==> src/rtl/input_event_capture_pkg.sv <==
// -----------------------------------------------------------------------------
// input_event_pkg
// Shared definitions for the input event capture block.
//   ch_w()        : channel index width, max(1, clog2(n))
//   evt_w()       : width of one queued event record
//   COALESCE_MAX  : saturation value of the coalesce statistics counter
// Event record layout (MSB..LSB): {coalesced, ts, data, channel}.
// The packed struct itself lives in the users because its field widths
// depend on their parameters.
// -----------------------------------------------------------------------------
package input_event_pkg;

    localparam logic [7:0] COALESCE_MAX = 8'd255;

    function automatic int ch_w(input int n);
        int w;
        w = $clog2(n);
        return (w < 1) ? 1 : w;
    endfunction

    function automatic int evt_w(input int ch_bits, input int joy_bits, input int ts_bits);
        return 1 + ts_bits + joy_bits + ch_bits;
    endfunction

endpackage

==> src/rtl/input_event_capture_if.sv <==
// -----------------------------------------------------------------------------
// input_event_capture_if
// Bundles the joystick inputs, event FIFO head and statistics of the capture
// block.
//   master : the hps_io / CPU side (drives inputs, pops events)
//   slave  : the capture block
// Signals: joystick, timestamp, enable, evt_pop, clear_stats (to block);
//          evt_valid, evt_channel, evt_data, evt_ts, evt_coalesced,
//          evt_count, coalesce_cnt (from block).
// -----------------------------------------------------------------------------
interface input_event_capture_if
    import input_event_pkg::*;
#(
    parameter int CHANNELS = 6,
    parameter int JOY_W    = 32,
    parameter int TS_W     = 33,
    parameter int DEPTH    = 16
) ();

    localparam int CH_W  = ch_w(CHANNELS);
    localparam int CNT_W = $clog2(DEPTH) + 1;

    logic [CHANNELS*JOY_W-1:0] joystick;
    logic [TS_W-1:0]           timestamp;
    logic                      enable;
    logic                      evt_valid;
    logic [CH_W-1:0]           evt_channel;
    logic [JOY_W-1:0]          evt_data;
    logic [TS_W-1:0]           evt_ts;
    logic                      evt_coalesced;
    logic                      evt_pop;
    logic [CNT_W-1:0]          evt_count;
    logic [7:0]                coalesce_cnt;
    logic                      clear_stats;

    modport master (
        output joystick, timestamp, enable, evt_pop, clear_stats,
        input  evt_valid, evt_channel, evt_data, evt_ts, evt_coalesced,
               evt_count, coalesce_cnt
    );

    modport slave (
        input  joystick, timestamp, enable, evt_pop, clear_stats,
        output evt_valid, evt_channel, evt_data, evt_ts, evt_coalesced,
               evt_count, coalesce_cnt
    );

endinterface

==> src/rtl/input_event_capture_event_fifo.sv <==
// -----------------------------------------------------------------------------
// event_fifo
// Synchronous show-ahead FIFO: dout shows the head entry whenever valid=1
// (and reads 0 when empty). A push while full is accepted only together
// with a pop of a valid entry. Pop while empty is ignored.
//   clk_sys, reset : clock, synchronous active-high reset
//   push, din      : write request and data
//   pop            : remove head entry
//   dout, valid    : head entry, FIFO non-empty
//   full, count    : FIFO full, current occupancy
// -----------------------------------------------------------------------------
module event_fifo #(
    parameter int WIDTH = 8,
    parameter int DEPTH = 16
) (
    input  logic                   clk_sys,
    input  logic                   reset,
    input  logic                   push,
    input  logic                   pop,
    input  logic [WIDTH-1:0]       din,
    output logic [WIDTH-1:0]       dout,
    output logic                   valid,
    output logic                   full,
    output logic [$clog2(DEPTH):0] count
);

    localparam int          AW         = $clog2(DEPTH);
    localparam logic [AW:0] FULL_COUNT = (AW + 1)'(DEPTH);

    logic [WIDTH-1:0] r_mem [DEPTH];
    logic [AW-1:0]    r_rd_ptr;
    logic [AW-1:0]    r_wr_ptr;
    logic [AW:0]      r_count;
    logic             w_do_push;
    logic             w_do_pop;

    assign valid     = (r_count != '0);
    assign full      = (r_count == FULL_COUNT);
    assign w_do_pop  = pop && valid;
    assign w_do_push = push && (!full || w_do_pop);
    assign dout      = valid ? r_mem[r_rd_ptr] : '0;
    assign count     = r_count;

    // NOTE: storage is deliberately left out of reset; an entry is only ever
    // read after it was written, so resetting it would just cost a mux per bit.
    always_ff @(posedge clk_sys) begin
        if (w_do_push) begin
            r_mem[r_wr_ptr] <= din;
        end
    end

    // NOTE: all sequential state uses non-blocking assignments so every
    // register samples pre-edge values regardless of statement order.
    always_ff @(posedge clk_sys) begin
        if (reset) begin
            r_rd_ptr <= '0;
            r_wr_ptr <= '0;
            r_count  <= '0;
        end else begin
            // Pointers are exactly AW bits wide, so they wrap modulo DEPTH.
            if (w_do_push) begin
                r_wr_ptr <= r_wr_ptr + AW'(1);
            end
            if (w_do_pop) begin
                r_rd_ptr <= r_rd_ptr + AW'(1);
            end
            case ({w_do_push, w_do_pop})
                2'b10:   r_count <= r_count + (AW + 1)'(1);
                2'b01:   r_count <= r_count - (AW + 1)'(1);
                default: r_count <= r_count;
            endcase
        end
    end

endmodule

==> src/rtl/input_event_capture.sv <==
// -----------------------------------------------------------------------------
// input_event_capture
// Watches CHANNELS joystick words and queues one event per detected change
// into a show-ahead FIFO for the CPU. Each event carries channel index, new
// value, timestamp and a flag telling whether it replaced earlier undelivered
// changes on the same channel.
//   clk_sys : system clock
//   reset   : synchronous, active-high reset
//   bus     : input_event_capture_if.slave
//             inputs  joystick, timestamp, enable, evt_pop, clear_stats
//             outputs evt_valid/channel/data/ts/coalesced, evt_count,
//                     coalesce_cnt
// -----------------------------------------------------------------------------
module input_event_capture
    import input_event_pkg::*;
#(
    parameter int CHANNELS = 6,
    parameter int JOY_W    = 32,
    parameter int TS_W     = 33,
    parameter int DEPTH    = 16
) (
    input  logic                  clk_sys,
    input  logic                  reset,
    input_event_capture_if.slave  bus
);

    localparam int CH_W  = ch_w(CHANNELS);
    localparam int CNT_W = $clog2(DEPTH) + 1;
    localparam int EVT_W = evt_w(CH_W, JOY_W, TS_W);

    typedef struct packed {
        logic             coalesced;
        logic [TS_W-1:0]  ts;
        logic [JOY_W-1:0] data;
        logic [CH_W-1:0]  channel;
    } event_t;

    // Per-channel state
    logic [JOY_W-1:0]    r_last    [CHANNELS];
    logic [JOY_W-1:0]    r_snap    [CHANNELS];
    logic [TS_W-1:0]     r_snap_ts [CHANNELS];
    logic [CHANNELS-1:0] r_pending;
    logic [CHANNELS-1:0] r_coal;
    logic [7:0]          r_coalesce_cnt;

    logic [JOY_W-1:0]    w_joy [CHANNELS];
    logic [CHANNELS-1:0] w_changed;
    logic [CHANNELS-1:0] w_capture;
    logic [CHANNELS-1:0] w_coalesce;
    logic [CHANNELS-1:0] w_grant;
    logic [CH_W-1:0]     w_grant_idx;
    logic                w_grant_en;
    logic [8:0]          w_cnt_sum;

    event_t              w_push_evt;
    event_t              w_head_evt;
    logic                w_fifo_valid;
    logic                w_fifo_full;
    logic [CNT_W-1:0]    w_fifo_count;

    // NOTE: every always_comb output gets a default before any conditional
    // assignment, so no path can leave it unassigned and infer a latch.
    always_comb begin
        w_changed = '0;
        for (int i = 0; i < CHANNELS; i++) begin
            w_joy[i]     = bus.joystick[i*JOY_W +: JOY_W];
            w_changed[i] = (w_joy[i] != r_last[i]);
        end
    end

    assign w_capture = w_changed & {CHANNELS{bus.enable}};

    // Lowest-index pending channel. A full FIFO still accepts the grant when
    // the CPU pops a valid head in the same cycle.
    always_comb begin
        w_grant_idx = '0;
        for (int i = CHANNELS - 1; i >= 0; i--) begin
            if (r_pending[i]) begin
                w_grant_idx = CH_W'(i);
            end
        end
    end

    assign w_grant_en = (|r_pending) && (!w_fifo_full || (bus.evt_pop && w_fifo_valid));
    // x & -x isolates the lowest set bit, i.e. the one-hot of w_grant_idx.
    assign w_grant    = w_grant_en ? (r_pending & (~r_pending + CHANNELS'(1))) : '0;

    // A new change on a still-pending channel overwrites the undelivered
    // snapshot. A channel granted in the same cycle has its old snapshot
    // written out, so the new one is a fresh entry rather than a coalesce.
    assign w_coalesce = w_capture & r_pending & ~w_grant;
    assign w_cnt_sum  = {1'b0, r_coalesce_cnt} + 9'($countones(w_coalesce));

    always_comb begin
        w_push_evt.coalesced = r_coal[w_grant_idx];
        w_push_evt.ts        = r_snap_ts[w_grant_idx];
        w_push_evt.data      = r_snap[w_grant_idx];
        w_push_evt.channel   = w_grant_idx;
    end

    // Snapshots are only meaningful while pending is set, so they need no reset.
    always_ff @(posedge clk_sys) begin
        for (int i = 0; i < CHANNELS; i++) begin
            if (w_capture[i]) begin
                r_snap[i]    <= w_joy[i];
                r_snap_ts[i] <= bus.timestamp;
            end
        end
    end

    always_ff @(posedge clk_sys) begin
        if (reset) begin
            // Loading the live inputs prevents a spurious event at release.
            for (int i = 0; i < CHANNELS; i++) begin
                r_last[i] <= w_joy[i];
            end
            r_pending      <= '0;
            r_coal         <= '0;
            r_coalesce_cnt <= '0;
        end else begin
            for (int i = 0; i < CHANNELS; i++) begin
                if (w_changed[i]) begin
                    r_last[i] <= w_joy[i];
                end
            end
            r_pending <= (r_pending & ~w_grant) | w_capture;
            r_coal    <= (r_coal | w_coalesce) & ~w_grant;
            if (bus.clear_stats) begin
                r_coalesce_cnt <= '0;
            end else if (w_cnt_sum > {1'b0, COALESCE_MAX}) begin
                r_coalesce_cnt <= COALESCE_MAX;
            end else begin
                r_coalesce_cnt <= w_cnt_sum[7:0];
            end
        end
    end

    event_fifo #(
        .WIDTH (EVT_W),
        .DEPTH (DEPTH)
    ) u_event_fifo (
        .clk_sys (clk_sys),
        .reset   (reset),
        .push    (w_grant_en),
        .pop     (bus.evt_pop),
        .din     (w_push_evt),
        .dout    (w_head_evt),
        .valid   (w_fifo_valid),
        .full    (w_fifo_full),
        .count   (w_fifo_count)
    );

    assign bus.evt_valid     = w_fifo_valid;
    assign bus.evt_channel   = w_head_evt.channel;
    assign bus.evt_data      = w_head_evt.data;
    assign bus.evt_ts        = w_head_evt.ts;
    assign bus.evt_coalesced = w_head_evt.coalesced;
    assign bus.evt_count     = w_fifo_count;
    assign bus.coalesce_cnt  = r_coalesce_cnt;

endmodule
==> src/flat_wrapper.sv <==
// flat-port wrapper written by rule: the top's interface ports become plain ports
module input_event_capture_flat import input_event_pkg::*;
#(
    parameter int CHANNELS = 6,
    parameter int JOY_W    = 32,
    parameter int TS_W     = 33,
    parameter int DEPTH    = 16
)
  (clk_sys, reset, bus_joystick, bus_timestamp, bus_enable, bus_evt_pop, bus_clear_stats, bus_evt_valid, bus_evt_channel, bus_evt_data, bus_evt_ts, bus_evt_coalesced, bus_evt_count, bus_coalesce_cnt);
  input_event_capture_if #(.CHANNELS(CHANNELS), .JOY_W(JOY_W), .TS_W(TS_W), .DEPTH(DEPTH)) bus_i ();
  input  logic clk_sys;
  input  logic reset;
  input wire logic [$bits(bus_i.joystick)-1:0] bus_joystick;
  input wire logic [$bits(bus_i.timestamp)-1:0] bus_timestamp;
  input wire logic [$bits(bus_i.enable)-1:0] bus_enable;
  input wire logic [$bits(bus_i.evt_pop)-1:0] bus_evt_pop;
  input wire logic [$bits(bus_i.clear_stats)-1:0] bus_clear_stats;
  output wire logic [$bits(bus_i.evt_valid)-1:0] bus_evt_valid;
  output wire logic [$bits(bus_i.evt_channel)-1:0] bus_evt_channel;
  output wire logic [$bits(bus_i.evt_data)-1:0] bus_evt_data;
  output wire logic [$bits(bus_i.evt_ts)-1:0] bus_evt_ts;
  output wire logic [$bits(bus_i.evt_coalesced)-1:0] bus_evt_coalesced;
  output wire logic [$bits(bus_i.evt_count)-1:0] bus_evt_count;
  output wire logic [$bits(bus_i.coalesce_cnt)-1:0] bus_coalesce_cnt;
  assign bus_i.joystick = bus_joystick;
  assign bus_i.timestamp = bus_timestamp;
  assign bus_i.enable = bus_enable;
  assign bus_i.evt_pop = bus_evt_pop;
  assign bus_i.clear_stats = bus_clear_stats;
  assign bus_evt_valid = bus_i.evt_valid;
  assign bus_evt_channel = bus_i.evt_channel;
  assign bus_evt_data = bus_i.evt_data;
  assign bus_evt_ts = bus_i.evt_ts;
  assign bus_evt_coalesced = bus_i.evt_coalesced;
  assign bus_evt_count = bus_i.evt_count;
  assign bus_coalesce_cnt = bus_i.coalesce_cnt;
  input_event_capture #(.CHANNELS(CHANNELS), .JOY_W(JOY_W), .TS_W(TS_W), .DEPTH(DEPTH)) u_core (.clk_sys(clk_sys), .reset(reset), .bus(bus_i));
endmodule
==> config.mk <==
export PLATFORM = sky130hd
export DESIGN_NAME = input_event_capture_flat
export DESIGN_NICKNAME = d
export VERILOG_FILES = /design/src/rtl/input_event_capture_pkg.sv /design/src/rtl/input_event_capture_if.sv /design/src/rtl/input_event_capture_event_fifo.sv /design/src/rtl/input_event_capture.sv /design/src/flat_wrapper.sv
export SDC_FILE = /design/constraint.sdc
export NUM_CORES = 2
export LEC_CHECK = 0
export BUFFER_PORTS_ARGS = -buffer_cell sky130_fd_sc_hd__buf_2
export CAP_MARGIN = 20
export CORE_MARGIN = 10
export CORE_UTILIZATION = 30
export CTS_CLUSTER_DIAMETER = 80
export DETAILED_ROUTE_END_ITERATION = 8
export HOLD_SLACK_MARGIN = 0.06
export SYNTH_ARGS = -nofsm -noshare
export SYNTH_HDL_FRONTEND = slang
export SYNTH_HIERARCHICAL = 1
export SYNTH_SLANG_ARGS = --single-unit
==> constraint.sdc <==
create_clock -name clk_sys -period 7.7 [get_ports clk_sys]
set_input_delay 1.155 -clock clk_sys [delete_from_list [all_inputs] [get_ports clk_sys]]
set_output_delay 1.155 -clock clk_sys [all_outputs]
set_load 0.005 [all_outputs]
==> flow_summary.json <==
{
  "outcome": "complete, no violations",
  "vias": 32350,
  "routed_wl_mm": 173.4,
  "setup_viol": 0,
  "multi_input_area_um2": 15190,
  "wl_per_cell_um": 26.18,
  "final.period_utilization_pct": 68.68,
  "postCtsSetupBuffers": 0,
  "tns_ns": 0,
  "ant_nets": 0,
  "crit_top_cell": "buf_4",
  "finalHoldViolCount": 0,
  "crit_chain": "or4_1 > nor2_4 > buf_4 > buf_4 > a211oi_1 > buf_2",
  "post-route-drc-count": 0,
  "mostFrequentLayoutCells": "edfxtp_1 (1,686), mux4_2 (342), buf_2 (313)",
  "cts_buffers": 172,
  "crit_path_max_fanout": 35,
  "clock-sinks": 1723,
  "finClkSkew_ns": 0.03758,
  "maxSlewHeadroom_pct": 24.92,
  "root_buffer": "clkbuf_16",
  "die_w_um": 494.1,
  "ir_drop_v": 0.0002360,
  "fin_util_pct": 34.95,
  "ys_seq_elements": 1723,
  "coreArea_um2": 223000,
  "synth-edff-count": 1686,
  "final_common_cell": "edfxtp_1",
  "finalMaxSlewViolations": 0,
  "holdBufCountCts": 0,
  "syn-instance-count": 3097,
  "p_per_area_nw_per_um2": 311.3,
  "viasPerCell": 4.883,
  "area_delta_synth_final_pct": 15.55,
  "clkTransAtPathRegs_ns": 0.06,
  "dp_hpwl_mm": 104.6,
  "synth_ff_type": "edfxtp_1",
  "globalplace.congestion": 0.8133,
  "worstSetupEndpointType": "output pin",
  "grt_setup_unrepaired": "false",
  "ys_seq_area_share_pct": 76.17,
  "numPortBuffers": 312,
  "synthArstFlopShare_pct": 0,
  "rows": 173,
  "yosysWarnings": 6,
  "die_y_um": 494.1,
  "nNetsFinal": 3750,
  "dp_cells": 6305,
  "cts_max_path_buffers": 3,
  "dr.first_iter.drc_count": 2629,
  "h-tree-depth": 4,
  "cts_tree": "built",
  "grt_max_degree": 101,
  "avgSynthCellArea_um2": 21.78,
  "seq_area_um2": 51380,
  "crit_path_max_incr_delay_ns": 0.77,
  "crit_arrival_ns": 4.13,
  "fin_area_um2": 77930,
  "leakagePower_nw": 25.00,
  "crit_type": "reg2out",
  "nFillCells": 20670,
  "drive_gt1_share_pct": 30.49,
  "ioPinCount": 313,
  "die-area_um2": 244200,
  "slowest_stage": "or4_1",
  "grt_util_all_layers_pct": 13.81,
  "crit_required_ns": 6.55,
  "cap_violations": 0,
  "fmax_mhz": 189.1,
  "mappedNetlistArea_um2": 67440,
  "fin_cells": 6625,
  "synth_cell_types": 59,
  "antenna_found_initial": 67,
  "drt_pre_antenna_iters": 5,
  "initial_core_util_pct": 30.25,
  "syn_nets": 3343,
  "cts_resized": 0,
  "tightest_slew_ns": 1.124,
  "overflow": 0,
  "cp-start-kind": "flop",
  "insertion_delay_ns": 0.81,
  "hold_class": "reg2reg",
  "min_period_ns": 5.288,
  "grt_pass1_vias": 33070,
  "grt_pass1_wl_mm": 246.0,
  "dpl-instance-area_um2": 72690
}
==> cell families (layout without fill, tap and decap cells) <==
group	count (synthesis)	after routing	share of synthesized area (%)
AOI/OAI and AO/OA	196	196	2.124
xor gates and xnor gates	202	202	2.623
adders and majority gates	16	16	0.3525
DFF	1723	1723	76.17
muxes	546	546	15.07
other	0	10	0
buffers and inverters	164	707	1.573
and+or+nand+nor	250	250	2.087
==> metal layers <==
layer	vias up	global-route usage, %	routed length (um)
li1	13680	-	-
met1	17210	18.06	72040
met2	1075	22.46	83180
met3	300	4.233	13740
met4	88	3.383	3937
met5	-	0	541
==> flip-flops by register name, summed over array words and instances (netlist names), named ones only <==
| signal | count |
|---|---|
| u_core/u_event_fifo/count | 5 |
| u_core/r_snap_ts | 198 |
| u_core/u_event_fifo/r_mem | 1104 |
| u_core/bus.coalesce_cnt | 8 |
| u_core/r_last | 192 |
| u_core/u_event_fifo/r_rd_ptr | 4 |
| u_core/r_snap | 192 |
| u_core/r_coal | 6 |
| u_core/r_pending | 6 |
| u_core/u_event_fifo/r_wr_ptr | 4 |
==> cells in the mapped netlist (15+ instances only) <==
| cell type | count | area, um^2 |
|---|---|---|
| a211oi_1 | 138 | 1036 |
| a21oi_1 | 18 | 90.09 |
| buf_2 | 46 | 230.2 |
| buf_4 | 33 | 247.7 |
| clkbuf_1 | 37 | 138.9 |
| dfxtp_1 | 37 | 740.7 |
| edfxtp_1 | 1686 | 50630 |
| mux2_2 | 54 | 608.1 |
| mux2_4 | 68 | 1021 |
| mux2i_1 | 72 | 720.7 |
| mux4_2 | 342 | 7702 |
| nand2_1 | 23 | 86.33 |
| nor2_1 | 41 | 153.9 |
| nor2b_1 | 71 | 444.2 |
| nor3_1 | 15 | 75.07 |
| nor4_1 | 51 | 319.1 |
| xor2_1 | 200 | 1752 |
==> worst max-delay path: cells and delay by family, from the launching register on <==
kind | cells | cell delay, ns
buffers and inverters | 3 | 1.61
AND/OR/NAND/NOR | 2 | 0.93
flip-flops | 1 | 0.39
AO/OA/AOI/OAI | 1 | 0.35
==> layout make-up <==
class                   count  share of cell area (%)
inverters                  16                 0.08028
repair buffers            381                   2.996
clock inverters            95                  0.9617
diodes                     10                 0.03211
multi-input cells        1210                   19.49
flip-flops and latches   1723                   65.94
clock buffers             215                   5.730
well taps                2975                   4.776
==> power by group <==
group	internal, mW	switching [mW]	total, mW
combinational	1.92	2.94	4.87
clock	4.28	3.52	7.80
sequential	11.4	0.238	11.6
==> final timing paths <==
path | startpoint | depth (start not counted) | endpoint | slack [ns]
worst min register to register | u_core/r_coal[1]$_SDFF_PP0_ | 2 | u_core/r_coal[1]$_SDFF_PP0_ | 0.46
worst max register to register | u_core/u_event_fifo/count[0]$_SDFFE_PP0P_ | 16 | u_core/bus.coalesce_cnt[0]$_SDFF_PP0_ | 2.46
worst max-delay path | u_core/u_event_fifo/count[0]$_SDFFE_PP0P_ | 6 | bus_evt_ts[3] | 2.41
worst min-delay path | u_core/r_coal[1]$_SDFF_PP0_ | 2 | u_core/r_coal[1]$_SDFF_PP0_ | 0.46
==> per-stage QoR <==
stage | hold slack (ns) | worst slack, ns | power [mW]
after floorplan | 0.4198 | 0.09161 | 14.77
after global placement | 0.4416 | 2.280 | 16.76
after detailed placement | 0.4488 | 2.215 | 16.87
after CTS | 0.4637 | 2.301 | 24.65
after global routing | 0.4975 | 2.050 | 25.33
final | 0.4645 | 2.412 | 24.26
Note: power is estimated with default switching activity, not from simulation.
